`src/rtl/imem_loader_pkg.sv`:
```
// Shared CPU package: instruction word width, instruction memory depth and
// the boot loader state enumeration.
package imem_loader_pkg;

  localparam int unsigned DATA_WIDTH = 16;
  localparam int unsigned IMEM_DEPTH = 256;
  localparam int unsigned ADDR_WIDTH = 16;
  localparam int unsigned BYTE_WIDTH = 8;

  typedef enum logic [2:0] {
    ST_IDLE,
    ST_HI_BYTE,
    ST_LO_BYTE,
    ST_WRITE,
    ST_CHECK,
    ST_DONE,
    ST_ERROR
  } loader_state_t;

endpackage

```
`src/rtl/imem_loader.sv`:
```
// Instruction memory boot loader. Assembles a big-endian byte stream into
// 16-bit instruction words, writes them to consecutive addresses starting at
// 0, and verifies a trailing XOR checksum byte. The CPU is held in reset for
// the whole session.
//
// Ports:
//   clk, reset             clock and synchronous active-high reset
//   load_start/load_length session request and word count (sampled in IDLE)
//   byte_valid/byte_data   incoming byte stream
//   byte_ready             loader accepts a byte this cycle
//   wr_enable/wr_address/wr_data  instruction memory write port
//   cpu_hold               ORed into the program counter reset
//   load_done              one-cycle pulse on successful completion
//   load_error             sticky error flag, cleared by the next accepted start
module imem_loader
  import imem_loader_pkg::*;
#(
  parameter int unsigned DEPTH      = IMEM_DEPTH,
  parameter int unsigned DATA_WIDTH = imem_loader_pkg::DATA_WIDTH
) (
  input  logic                  clk,
  input  logic                  reset,
  input  logic                  load_start,
  input  logic [ADDR_WIDTH-1:0] load_length,
  input  logic                  byte_valid,
  input  logic [BYTE_WIDTH-1:0] byte_data,
  output logic                  byte_ready,
  output logic                  wr_enable,
  output logic [ADDR_WIDTH-1:0] wr_address,
  output logic [DATA_WIDTH-1:0] wr_data,
  output logic                  cpu_hold,
  output logic                  load_done,
  output logic                  load_error
);

  loader_state_t         state;
  logic [ADDR_WIDTH-1:0] length_q;
  logic [BYTE_WIDTH-1:0] checksum;
  logic                  xfer;
  logic                  length_ok;

  assign xfer      = byte_valid && byte_ready;
  assign length_ok = (load_length != '0) && (32'(load_length) <= DEPTH);

  // Loader FSM; every output is a register updated alongside the state so
  // byte_ready/cpu_hold/load_done track the state they belong to.
  always_ff @(posedge clk) begin
    if (reset) begin
      state      <= ST_IDLE;
      length_q   <= '0;
      checksum   <= '0;
      byte_ready <= 1'b0;
      wr_enable  <= 1'b0;
      wr_address <= '0;
      wr_data    <= '0;
      cpu_hold   <= 1'b0;
      load_done  <= 1'b0;
      load_error <= 1'b0;
    end else begin
      wr_enable <= 1'b0;
      load_done <= 1'b0;
      case (state)
        ST_IDLE: begin
          if (load_start) begin
            cpu_hold <= 1'b1;
            if (length_ok) begin
              state      <= ST_HI_BYTE;
              byte_ready <= 1'b1;
              wr_address <= '0;
              checksum   <= '0;
              load_error <= 1'b0;
              length_q   <= load_length;
            end else begin
              state      <= ST_ERROR;
              load_error <= 1'b1;
            end
          end
        end
        ST_HI_BYTE: begin
          if (xfer) begin
            wr_data[15:8] <= byte_data;
            checksum      <= checksum ^ byte_data;
            state         <= ST_LO_BYTE;
          end
        end
        ST_LO_BYTE: begin
          if (xfer) begin
            wr_data[7:0] <= byte_data;
            checksum     <= checksum ^ byte_data;
            byte_ready   <= 1'b0;
            wr_enable    <= 1'b1;
            state        <= ST_WRITE;
          end
        end
        ST_WRITE: begin
          // Address only advances when another word follows, so it never
          // runs past the last valid location.
          byte_ready <= 1'b1;
          if (wr_address == ADDR_WIDTH'(length_q - 16'd1)) begin
            state <= ST_CHECK;
          end else begin
            wr_address <= wr_address + 16'd1;
            state      <= ST_HI_BYTE;
          end
        end
        ST_CHECK: begin
          if (xfer) begin
            byte_ready <= 1'b0;
            if (byte_data == checksum) begin
              state     <= ST_DONE;
              load_done <= 1'b1;
            end else begin
              state      <= ST_ERROR;
              load_error <= 1'b1;
            end
          end
        end
        ST_DONE: begin
          state    <= ST_IDLE;
          cpu_hold <= 1'b0;
        end
        ST_ERROR: begin
          state    <= ST_IDLE;
          cpu_hold <= 1'b0;
        end
        default: begin
          state      <= ST_IDLE;
          byte_ready <= 1'b0;
          cpu_hold   <= 1'b0;
        end
      endcase
    end
  end

endmodule

```
`config.mk`:
```
export PLATFORM = sky130hd
export DESIGN_NAME = imem_loader
export DESIGN_NICKNAME = d
export VERILOG_FILES = /design/src/rtl/imem_loader_pkg.sv /design/src/rtl/imem_loader.sv
export SDC_FILE = /design/constraint.sdc
export NUM_CORES = 1
export LEC_CHECK = 0
export CORE_MARGIN = 2
export CORE_UTILIZATION = 52
export CTS_BUF_LIST = sky130_fd_sc_hd__clkbuf_4 sky130_fd_sc_hd__clkbuf_8 sky130_fd_sc_hd__clkbuf_16
export DETAILED_ROUTE_END_ITERATION = 6
export GPL_ROUTABILITY_DRIVEN = 1
export PLACE_DENSITY = 0.76
export SKIP_CTS_REPAIR_TIMING = 1
export SLEW_MARGIN = 10
export SYNTH_ARGS = -nofsm -noshare
export SYNTH_HDL_FRONTEND = slang
export SYNTH_SLANG_ARGS = --single-unit
```
`constraint.sdc`:
```
create_clock -name clk -period 3.8 [get_ports clk]
set_clock_uncertainty 0.1 [all_clocks]
set_input_delay 0.76 -clock clk [delete_from_list [all_inputs] [get_ports clk]]
set_output_delay 0.76 -clock clk [all_outputs]
set_load 0.05 [all_outputs]
```
==> reports/results.ini <==
[power_and_ir_drop]
ir_drop_mv=0.219
finalPower_mw=1.33
p_leak_nw=1.55
p_per_area_nw_per_um2=317

[sta]
finalHoldViolCount=0
grt_setup_unrepaired=false
slew_headroom=0.559
setup_violations=0
clock.fmax_mhz=296
setup-tns-final_ns=0
finalCriticalPeriod_ns=3.38
maxSlewViolCount=0
max_slew.worst_pin.slew_ns=0.661
fin_crit_sh=0.890

[placed_design]
gp_congestion=0.825
dp_hpwl_um=5910
numPortBuffers=64
dpl_cell_area_um2=4030

[critical_path]
worstPathRequired_ns=3.98
rr_worst_depth=11
crit_arrival_ns=3.56
worstPathMaxFanout=4
crit_path_start_kind=input pin
cp-end-kind=register
crit_type=in -> reg

[grt]
busiest_layer=met2
grt_overflow=0
grt_util_met2=0.413
grt_max_degree=43
use_met1=0.305
use_met3=0.0437
grt_use_total=0.245
grt_pass1_wl_um=14000
antenna_found_initial=0
grt_pass1_vias=2985

[clocking]
clk-insertion-delay-late_ns=0.35
cts_inserted_buffers=9
clockBufferDepth=2
clkTransAtPathRegs_ns=0.07
cts_tree=yes
root_buffer=clkbuf_8
clock-sinks=64
htree_levels=3

[final_layout]
final_area_um2=4200
drive_above_1_share=0.0710
fillers=500
regArea_um2=1280
multi_input_area_um2=1910
num_antenna_cells=0
fin_nets=491
area_growth_pct=28.1

[route]
drt-wirelength-per-cell_um=15.2
vias=3141
wirelength_um=8200
drcViolationCount=0
ant_nets=0
dr.pass1.iters=5
first_iter_violations=233
drt-vias-per-instance=5.82

[yosys]
synth_area_leaders=dfxtp_1 39%, mux2i_1 7.3%, nor2_1 5.3%
ys_seq_area_frac=0.391
yosysMostFrequentCell=dfxtp_1
synth-edff-count=0
synth_area_per_cell_um2=8.40
yosysUniqueCellTypes=50
synthesis.instances=390
ys_seq_elements=64
yosysWarnings=0
synthesis.area_um2=3280
synth_largest_area_cell=dfxtp_1
synth_top_area_share=0.391
synthTopCellsByCount=64 x dfxtp_1, 46 x nor2_1, 33 x a21oi_1
synth_flop_cell=dfxtp_1
syn_nets=420
ys_async_sr_fraction=0

[floorplanning]
ios=65
initial_core_util=0.547
core-area_um2=5990
fp.dieH_um=83.4
die_w_um=83.4
rows=28
dieArea_um2=6950

[worst_hold_path]
min_path_type=reg -> reg
whs_path_depth=2

[run_status]
outcome=finished clean

[job]
cap_viol_max_count=0

==> stage by stage <==
| step | std cells | setup WS, ns | hold slack, ns | utilization |
|---|---|---|---|---|
| 6_report | 540 | 0.419 | 0.359 | 0.701 |
| 5_1_grt | 540 | 0.304 | 0.390 | 0.701 |
| 4_1_cts | 540 | 0.406 | 0.358 | 0.701 |
| 3_5_place_dp | 525 | 0.0740 | 0.349 | 0.672 |
| 3_3_place_gp | 525 | 0.203 | 0.338 | 0.672 |
| 2_1_floorplan | 390 | 0.765 | 0.332 | - |
==> cells in the final DEF, fill, tap and decap left out, types with 11 or more instances in the layout <==
cell	netlist	final
or3_1	15	15
clkbuf_8	0	11
mux2i_1	24	24
a21oi_1	33	33
nand2_1	17	17
xnor2_1	16	16
clkdlybuf4s50_1	0	64
nor3_1	11	11
nor2_1	46	46
dfxtp_1	64	64
xor2_1	11	11
o21ai_0	28	28
nand3_1	12	12
==> kinds of logic (layout without fill, tap and decap cells) <==
kind of cell	count (synthesis)	count (layout)	synth area share
XOR/XNOR	27	27	0.0722
AO/OA/AOI/OAI	85	85	0.149
adder cells (fa/ha/maj)	3	3	0.0107
AND/OR/NAND/NOR	164	164	0.277
buffers and inverters	23	98	0.0275
multiplexers	24	24	0.0733
flip-flops	64	64	0.391
==> final timing paths <==
kind	slack, ns	endpoint	from
worst min register to register	0.36	checksum[4]$_SDFFE_PP0P_	checksum[4]$_SDFFE_PP0P_
worst max register to register	0.70	wr_address[1]$_SDFFE_PP0P_	length_q[0]$_SDFFE_PP0P_
worst max-delay path	0.42	wr_address[10]$_SDFFE_PP0P_	load_length[5]
worst min-delay path	0.36	checksum[4]$_SDFFE_PP0P_	checksum[4]$_SDFFE_PP0P_
==> registers in the layout (all words and copies together), names as in the netlist <==
signal      flops
wr_address     16
checksum        8
length_q       16
state           3
load_error      1
wr_data        16
load_done       1
byte_ready      1
cpu_hold        1
wr_enable       1
==> final cells by class <==
class | instances | share of cell area
Clock inverter | 4 | 0.00477
Inverter | 10 | 0.00894
Multi-Input combinational cell | 303 | 0.454
Clock buffer | 11 | 0.0361
Sequential cell | 64 | 0.305
Tap cell | 75 | 0.0224
Timing Repair Buffer | 73 | 0.169
==> power by group <==
part           total, mW  internal, mW  switching, mW  leakage [nW]
registers          0.692         0.678         0.0141         0.517
clock network      0.521         0.264          0.257        0.0947
logic              0.119        0.0538         0.0651         0.942
total               1.33         0.995          0.337          1.55
==> worst max-delay path: stages <==
cell	delay, ns
clkdlybuf4s50_1	0.43
or4_1	0.55
o21ai_1	0.16
nor3b_2	0.38
nand2_2	0.11
and2_1	0.17
or4b_1	0.53
or3_1	0.32
a21oi_1	0.14
==> metal layers <==
metal | vias up | part of all wire
li1 | 1547 | -
met2 | 96 | 0.50
met5 | - | 0
met4 | 0 | 0.019
met1 | 1487 | 0.43
met3 | 11 | 0.045
Note: power is estimated with default switching activity, not from simulation.
==> RTL edit 1 (config.mk and constraints unchanged) <==
Reset style: asynchronous (`reset`), changed in one clocked block. Comments in the files are not updated.
--- a/src/rtl/imem_loader.sv
+++ b/src/rtl/imem_loader.sv
@@ -45,5 +45,5 @@
   // Loader FSM; every output is a register updated alongside the state so
   // byte_ready/cpu_hold/load_done track the state they belong to.
-  always_ff @(posedge clk) begin
+  always_ff @(posedge clk or posedge reset) begin
     if (reset) begin
       state      <= ST_IDLE;
Formal check against the unedited RTL: differs if reset is asserted again (counterexample within 4 cycles, from zero or initial values and one cycle with reset high); with reset held inactive, the same outputs for 4 cycles.
==> RTL edit 1 against the unedited design <==
- maximum frequency hardly changed
- final area is 13% higher
- critical path depth is 1 higher
- critical path type is now reg -> reg
- final cell count is 5.9% higher
- power is 24% higher
- routed wire length is 10% higher
- count of clock-buffer cells in the layout is 2 lower
- setup slack hardly changed
- first-iteration DRC count is 4.3% higher
- sequential cell count stayed put
- synthesized area is 15% higher
==> RTL edit 1: results (changes against the unedited design) <==
Reg-to-reg endpoint: wr_address[10] (was wr_address[1]). The headroom to the max-slew limit was 0.5366 (was 0.5586); the number of cells on the worst reg-to-reg path was 10 (was 11). The maximum number of pins on one net before global-route repair came out at 34 (was 43). Top cells by area in the synthesized netlist: sky130_fd_sc_hd__dfrtp_1 42%, sky130_fd_sc_hd__nand2_1 5.6%, sky130_fd_sc_hd__mux2_2 4.8% (was sky130_fd_sc_hd__dfxtp_1 39%, sky130_fd_sc_hd__mux2i_1 7.3%, sky130_fd_sc_hd__nor2_1 5.3%).

The classification of the worst-slack hold path is reg -> reg (unchanged). The run gives 63 (was 50) as the count of unique library cells instantiated by Yosys. Reg2reg setup slack: 420 ps (was 700 ps). The flow ran to the end, and the final reports show no timing, DRC or antenna violations. For the net count after synthesis, the log shows 437 (was 420). The source of the worst register-to-register timing path is length_q[0] (unchanged). The library cell used as clock root buffer was sky130_fd_sc_hd__clkbuf_8 (unchanged). The launch instance of the worst min-delay path was wr_data[0] (was checksum[4]). The average wire length per cell after detail routing was 15.81 um (was 15.18 um); the average vias per placed instance was 5.621 (was 5.817). The logs give 4 (was 5) for the total iterations of the first detailed-routing run and 0.2442 (was 0.2448) for the total routing usage reported by global routing. For the global-route wire length before repair, the log shows 14840 um (was 13980 um). For the sequential element share of the synthesized area, the log shows 0.4233 (was 0.3910). The fraction of final layout cells sized beyond drive strength 1 is 0.1163 (was 0.07097), and the maximum net fanout on the critical path is 11 (was 4). The data arrival at the endpoint of the critical path was 3510 ps (was 3560 ps); the number of nets in the finished design was 498 (was 491).

The worst voltage drop across the vdd grid came out at 0.2420 mV (was 0.2191 mV). Leakage power: 2.122 nW (was 1.553 nW). The number of cells traversed by the worst hold path was 2 (unchanged). The number of global-route vias before repair was 3111 (was 2985); the placed wire-length estimate was 6523 um (was 5907 um). Endpoint of the worst hold path: wr_data[0] (was checksum[4]).

The clock latency on the worst-skew pair is 340 ps. Largest registers: length_q (16), wr_address (16), wr_data (16) (unchanged). The stage delay of the slowest cell on the critical path is 520 ps (was 550 ps), and the placer congestion estimate is 0.9066 (was 0.8245).

The proportion of synthesized flip-flops having asynchronous set or reset came out at 1.000 (was 0). The layout filler cell count came out at 601 (was 500). The standard cell with the maximum stage delay on the critical path is sky130_fd_sc_hd__nor4b_2 (was sky130_fd_sc_hd__or4_1). The DRC marker count from the first detailed-route iteration came out at 243 (was 233). Top cells by instance count after synthesis: 64 x sky130_fd_sc_hd__dfrtp_1, 56 x sky130_fd_sc_hd__nand2_1, 35 x sky130_fd_sc_hd__nor2_1 (was 64 x sky130_fd_sc_hd__dfxtp_1, 46 x sky130_fd_sc_hd__nor2_1, 33 x sky130_fd_sc_hd__a21oi_1).
RTL edit 1: cell count changes after synthesis, sizes merged, moves of 20 or more:
cell   change
nand2     +38
mux2i     -20
dfxtp     -64
mux2      +21
a21oi     -23
dfrtp     +64
RTL edit 1: worst max-delay path by stage:
stage | end | cells after the start | from
4_1_cts | wr_address[10] | 10 | length_q[0]
3_3_place_gp | wr_address[10] | 9 | load_length[4]
6_report | wr_address[10] | 10 | length_q[0]
3_5_place_dp | wr_address[13] | 9 | load_length[4]
5_1_grt | wr_address[10] | 10 | length_q[0]
2_1_floorplan | wr_address[10] | 9 | wr_address[11]
RTL edit 1: metal layers:
layer	vias to the layer above	global-route usage	wire, um
li1	1560	-	-
met4	0	0.08548	114
met3	10	0.06925	424
met1	1553	0.2918	3841
met5	-	0	0
met2	92	0.4215	4666
RTL edit 1: area by class of cell:
cell class	count	area, um2	share of cell area
Sequential cell	64	1602	0.3367
Multi-Input combinational cell	314	2072	0.4356
Clock inverter	7	103.9	0.02183
Inverter	9	33.78	0.007102
Tap cell	99	123.9	0.02604
Clock buffer	9	123.9	0.02604
Timing Repair Buffer	70	698.2	0.1468
RTL edit 1: worst min-delay path: cells and delay by family, from the launching register on:
kind | cells | cell delay (ps)
flip-flops | 1 | 350
AND/OR/NAND/NOR | 2 | 110
RTL edit 1: logic make-up after synthesis:
family	share of synthesized area
AND/OR/NAND/NOR	0.2794
flip-flops	0.4233
AO/OA/AOI/OAI	0.1151
XOR/XNOR	0.07077
buffers and inverters	0.02976
multiplexers	0.07507
adder cells (fa/ha/maj)	0.006613
RTL edit 1: metrics by stage:
step / worst slack, ps / utilization / instances / cell area [um2] / hold WS, ps
final: 419.2 / 0.6666 / 572 / 4757 / 379.1
after global routing: 218.0 / 0.6666 / 572 / 4757 / 406.3
after CTS: 447.5 / 0.6666 / 572 / 4757 / 381.8
after detailed placement: 187.1 / 0.6346 / 556 / 4529 / 361.5
after global placement: 286.1 / 0.6346 / 556 / 4529 / 363.1
after floorplan: 635.9 / - / 407 / 3784 / 383.6
RTL edit 1: where the power goes:
part | switching [mW] | internal [mW]
Clock | 0.287 | 0.376
Combinational | 0.132 | 0.0987
Sequential | 0.0507 | 0.702
Total | 0.469 | 1.18
==> RTL edit 2 (config.mk and constraints unchanged) <==
Without the edit above. Set the package constant `ADDR_WIDTH` to 15 (it was 16).
--- a/src/rtl/imem_loader_pkg.sv
+++ b/src/rtl/imem_loader_pkg.sv
@@ -5,5 +5,5 @@
   localparam int unsigned DATA_WIDTH = 16;
   localparam int unsigned IMEM_DEPTH = 256;
-  localparam int unsigned ADDR_WIDTH = 16;
+  localparam int unsigned ADDR_WIDTH = 15;
   localparam int unsigned BYTE_WIDTH = 8;
 
Ports: changed (resized load_length and wr_address); port bits go from 65 to 63. No check against the original RTL was run, so the function may have changed too.
==> RTL edit 2 against the unedited design <==
- power grew 12%
- core utilization shrank 3.1 points
- routed wire length is the same
- sequential cell count shrank 2
- setup slack gained 110 ps
- final area grew 0.18%
- count of clock-buffer cells in the layout shrank 2
- critical path depth grew 1
- first-iteration DRC count shrank 18%
- critical path type is now reg -> reg
- synthesized area grew 1.7%
==> RTL edit 2: results (changes against the unedited design) <==
The run finished with clean final reports. The pre-CTS setup slack was 265.6 ps (was 74.03 ps). The tools report the placed standard-cell area as 3984 um2 (was 4026 um2). The number of I/O port buffers is 62 (was 64), and the leakage power is 1.498 nW (was 1.553 nW).

The count of unique library cells instantiated by Yosys is 61 (was 50). Top cells by area in the synthesized netlist: sky130_fd_sc_hd__dfxtp_1 37%, sky130_fd_sc_hd__mux2i_1 6.3%, sky130_fd_sc_hd__nor2_1 6.1% (was sky130_fd_sc_hd__dfxtp_1 39%, sky130_fd_sc_hd__mux2i_1 7.3%, sky130_fd_sc_hd__nor2_1 5.3%). Largest registers: wr_data (16), length_q (15), wr_address (15) (was length_q (16), wr_address (16), wr_data (16)). For the cell count after placement, the log shows 520 (was 525).

The average wire length per cell after detail routing was 15.30 um (was 15.18 um); the number of nets in the finished design was 483 (was 491). The number of cells on the worst reg-to-reg path came out at 10 (was 11). The launch instance of the worst min-delay path is checksum[6] (was checksum[4]). The data arrival at the endpoint of the critical path was 3470 ps (was 3560 ps); the final critical path time including I/O delays and setup was 3276 ps (was 3381 ps). Reg2reg setup slack: 520 ps (was 700 ps). The run gives 3076 (was 2985) as the number of global-route vias before repair. Top cells by instance count after synthesis: 62 x sky130_fd_sc_hd__dfxtp_1, 54 x sky130_fd_sc_hd__nor2_1, 32 x sky130_fd_sc_hd__a21oi_1 (was 64 x sky130_fd_sc_hd__dfxtp_1, 46 x sky130_fd_sc_hd__nor2_1, 33 x sky130_fd_sc_hd__a21oi_1).

The layout filler cell count was 540 (was 500); the maximum net fanout on the critical path was 27 (was 4). Fraction of final layout cells sized beyond drive strength 1: 0.1002 (was 0.07097). The logs give 14370 um (was 13980 um) for the global-route wire length before repair and 0.2184 mV (was 0.2191 mV) for the worst voltage drop across the vdd grid. The final hold slack was 386.6 ps (was 359.4 ps).

Endpoint of the worst hold path: checksum[6] (was checksum[4]). The proportion of total power due to net switching works out to 0.2626 (was 0.2528). The standard cell with the maximum stage delay on the critical path was sky130_fd_sc_hd__or4_2 (was sky130_fd_sc_hd__or4_1).

The logs give 44 (was 43) for the maximum number of pins on one net before global-route repair and 0.2488 (was 0.2448) for the total routing usage reported by global routing. The net count after synthesis came out at 423 (was 420). The tools report the reg-to-reg endpoint as wr_address[3] (was wr_address[1]). The tools report the sequential element share of the synthesized area as 0.3724 (was 0.3910). For the area of all placed cells without fillers, the log shows 4205 um2 (was 4198 um2). Stage delay of the slowest cell on the critical path: 630 ps (was 550 ps).
RTL edit 2: cell count changes after synthesis, moves of 5 or more:
cell	change
sky130_fd_sc_hd__nor2_1	+8
sky130_fd_sc_hd__o21ai_0	-8
sky130_fd_sc_hd__or3_2	+5
sky130_fd_sc_hd__or3_1	-12
sky130_fd_sc_hd__xor2_1	-5
sky130_fd_sc_hd__o21ai_2	+5
sky130_fd_sc_hd__nand4_1	-5
sky130_fd_sc_hd__a21oi_2	+5
RTL edit 2: cell type report:
cell class | count | share of cell area
Clock buffer | 9 | 0.02946
Clock inverter | 7 | 0.02321
Inverter | 10 | 0.008926
Multi-Input combinational cell | 305 | 0.4656
Sequential cell | 62 | 0.2952
Tap cell | 77 | 0.02291
Timing Repair Buffer | 66 | 0.1547
RTL edit 2: cells by family after synthesis:
group,after synthesis,synth area share
AOI/OAI and AO/OA,96,0.1944
xor gates and xnor gates,22,0.05781
adders and majority gates,2,0.007506
buffers and inverters,27,0.04017
DFF,62,0.3724
muxes,21,0.06306
and+or+nand+nor,164,0.2646
RTL edit 2: worst register-to-register path, stage by stage (launching register included):
cell	delay, ps
sky130_fd_sc_hd__dfxtp_1	370
sky130_fd_sc_hd__inv_1	80
sky130_fd_sc_hd__ha_1	200
sky130_fd_sc_hd__nor3b_1	580
sky130_fd_sc_hd__nor2_1	130
sky130_fd_sc_hd__o211a_1	250
sky130_fd_sc_hd__o32ai_2	330
sky130_fd_sc_hd__o41ai_2	150
sky130_fd_sc_hd__a21o_4	320
sky130_fd_sc_hd__or4_2	630
sky130_fd_sc_hd__nand2_1	80
RTL edit 2: how the worst max path moves through the flow:
stage | from | endpoint | depth (start not counted)
floorplan | length_q[0] | wr_address[5] | 11
global placement | load_length[2] | wr_address[3] | 9
detailed placement | load_length[2] | wr_address[3] | 9
CTS | length_q[0] | wr_address[3] | 10
global route | length_q[0] | state[0] | 10
finish | length_q[0] | wr_address[3] | 10
RTL edit 2: metal layers:
metal  GRT usage  part of all wire  vias to the layer above
met2      0.4170              0.49                       85
li1            -                 -                     1551
met1      0.3147              0.45                     1449
met4      0.1012             0.017                        0
met3     0.04451             0.043                       15
met5           0                 0                        -
RTL edit 2: power by group through the flow:
stage / logic [mW] / clock network [mW] / registers, mW
floorplan: 0.0876 / 0 / 0.703
global placement: 0.151 / 0 / 0.699
finish: 0.153 / 0.654 / 0.684
CTS: 0.154 / 0.664 / 0.683
global route: 0.170 / 0.698 / 0.687
detailed placement: 0.153 / 0 / 0.698
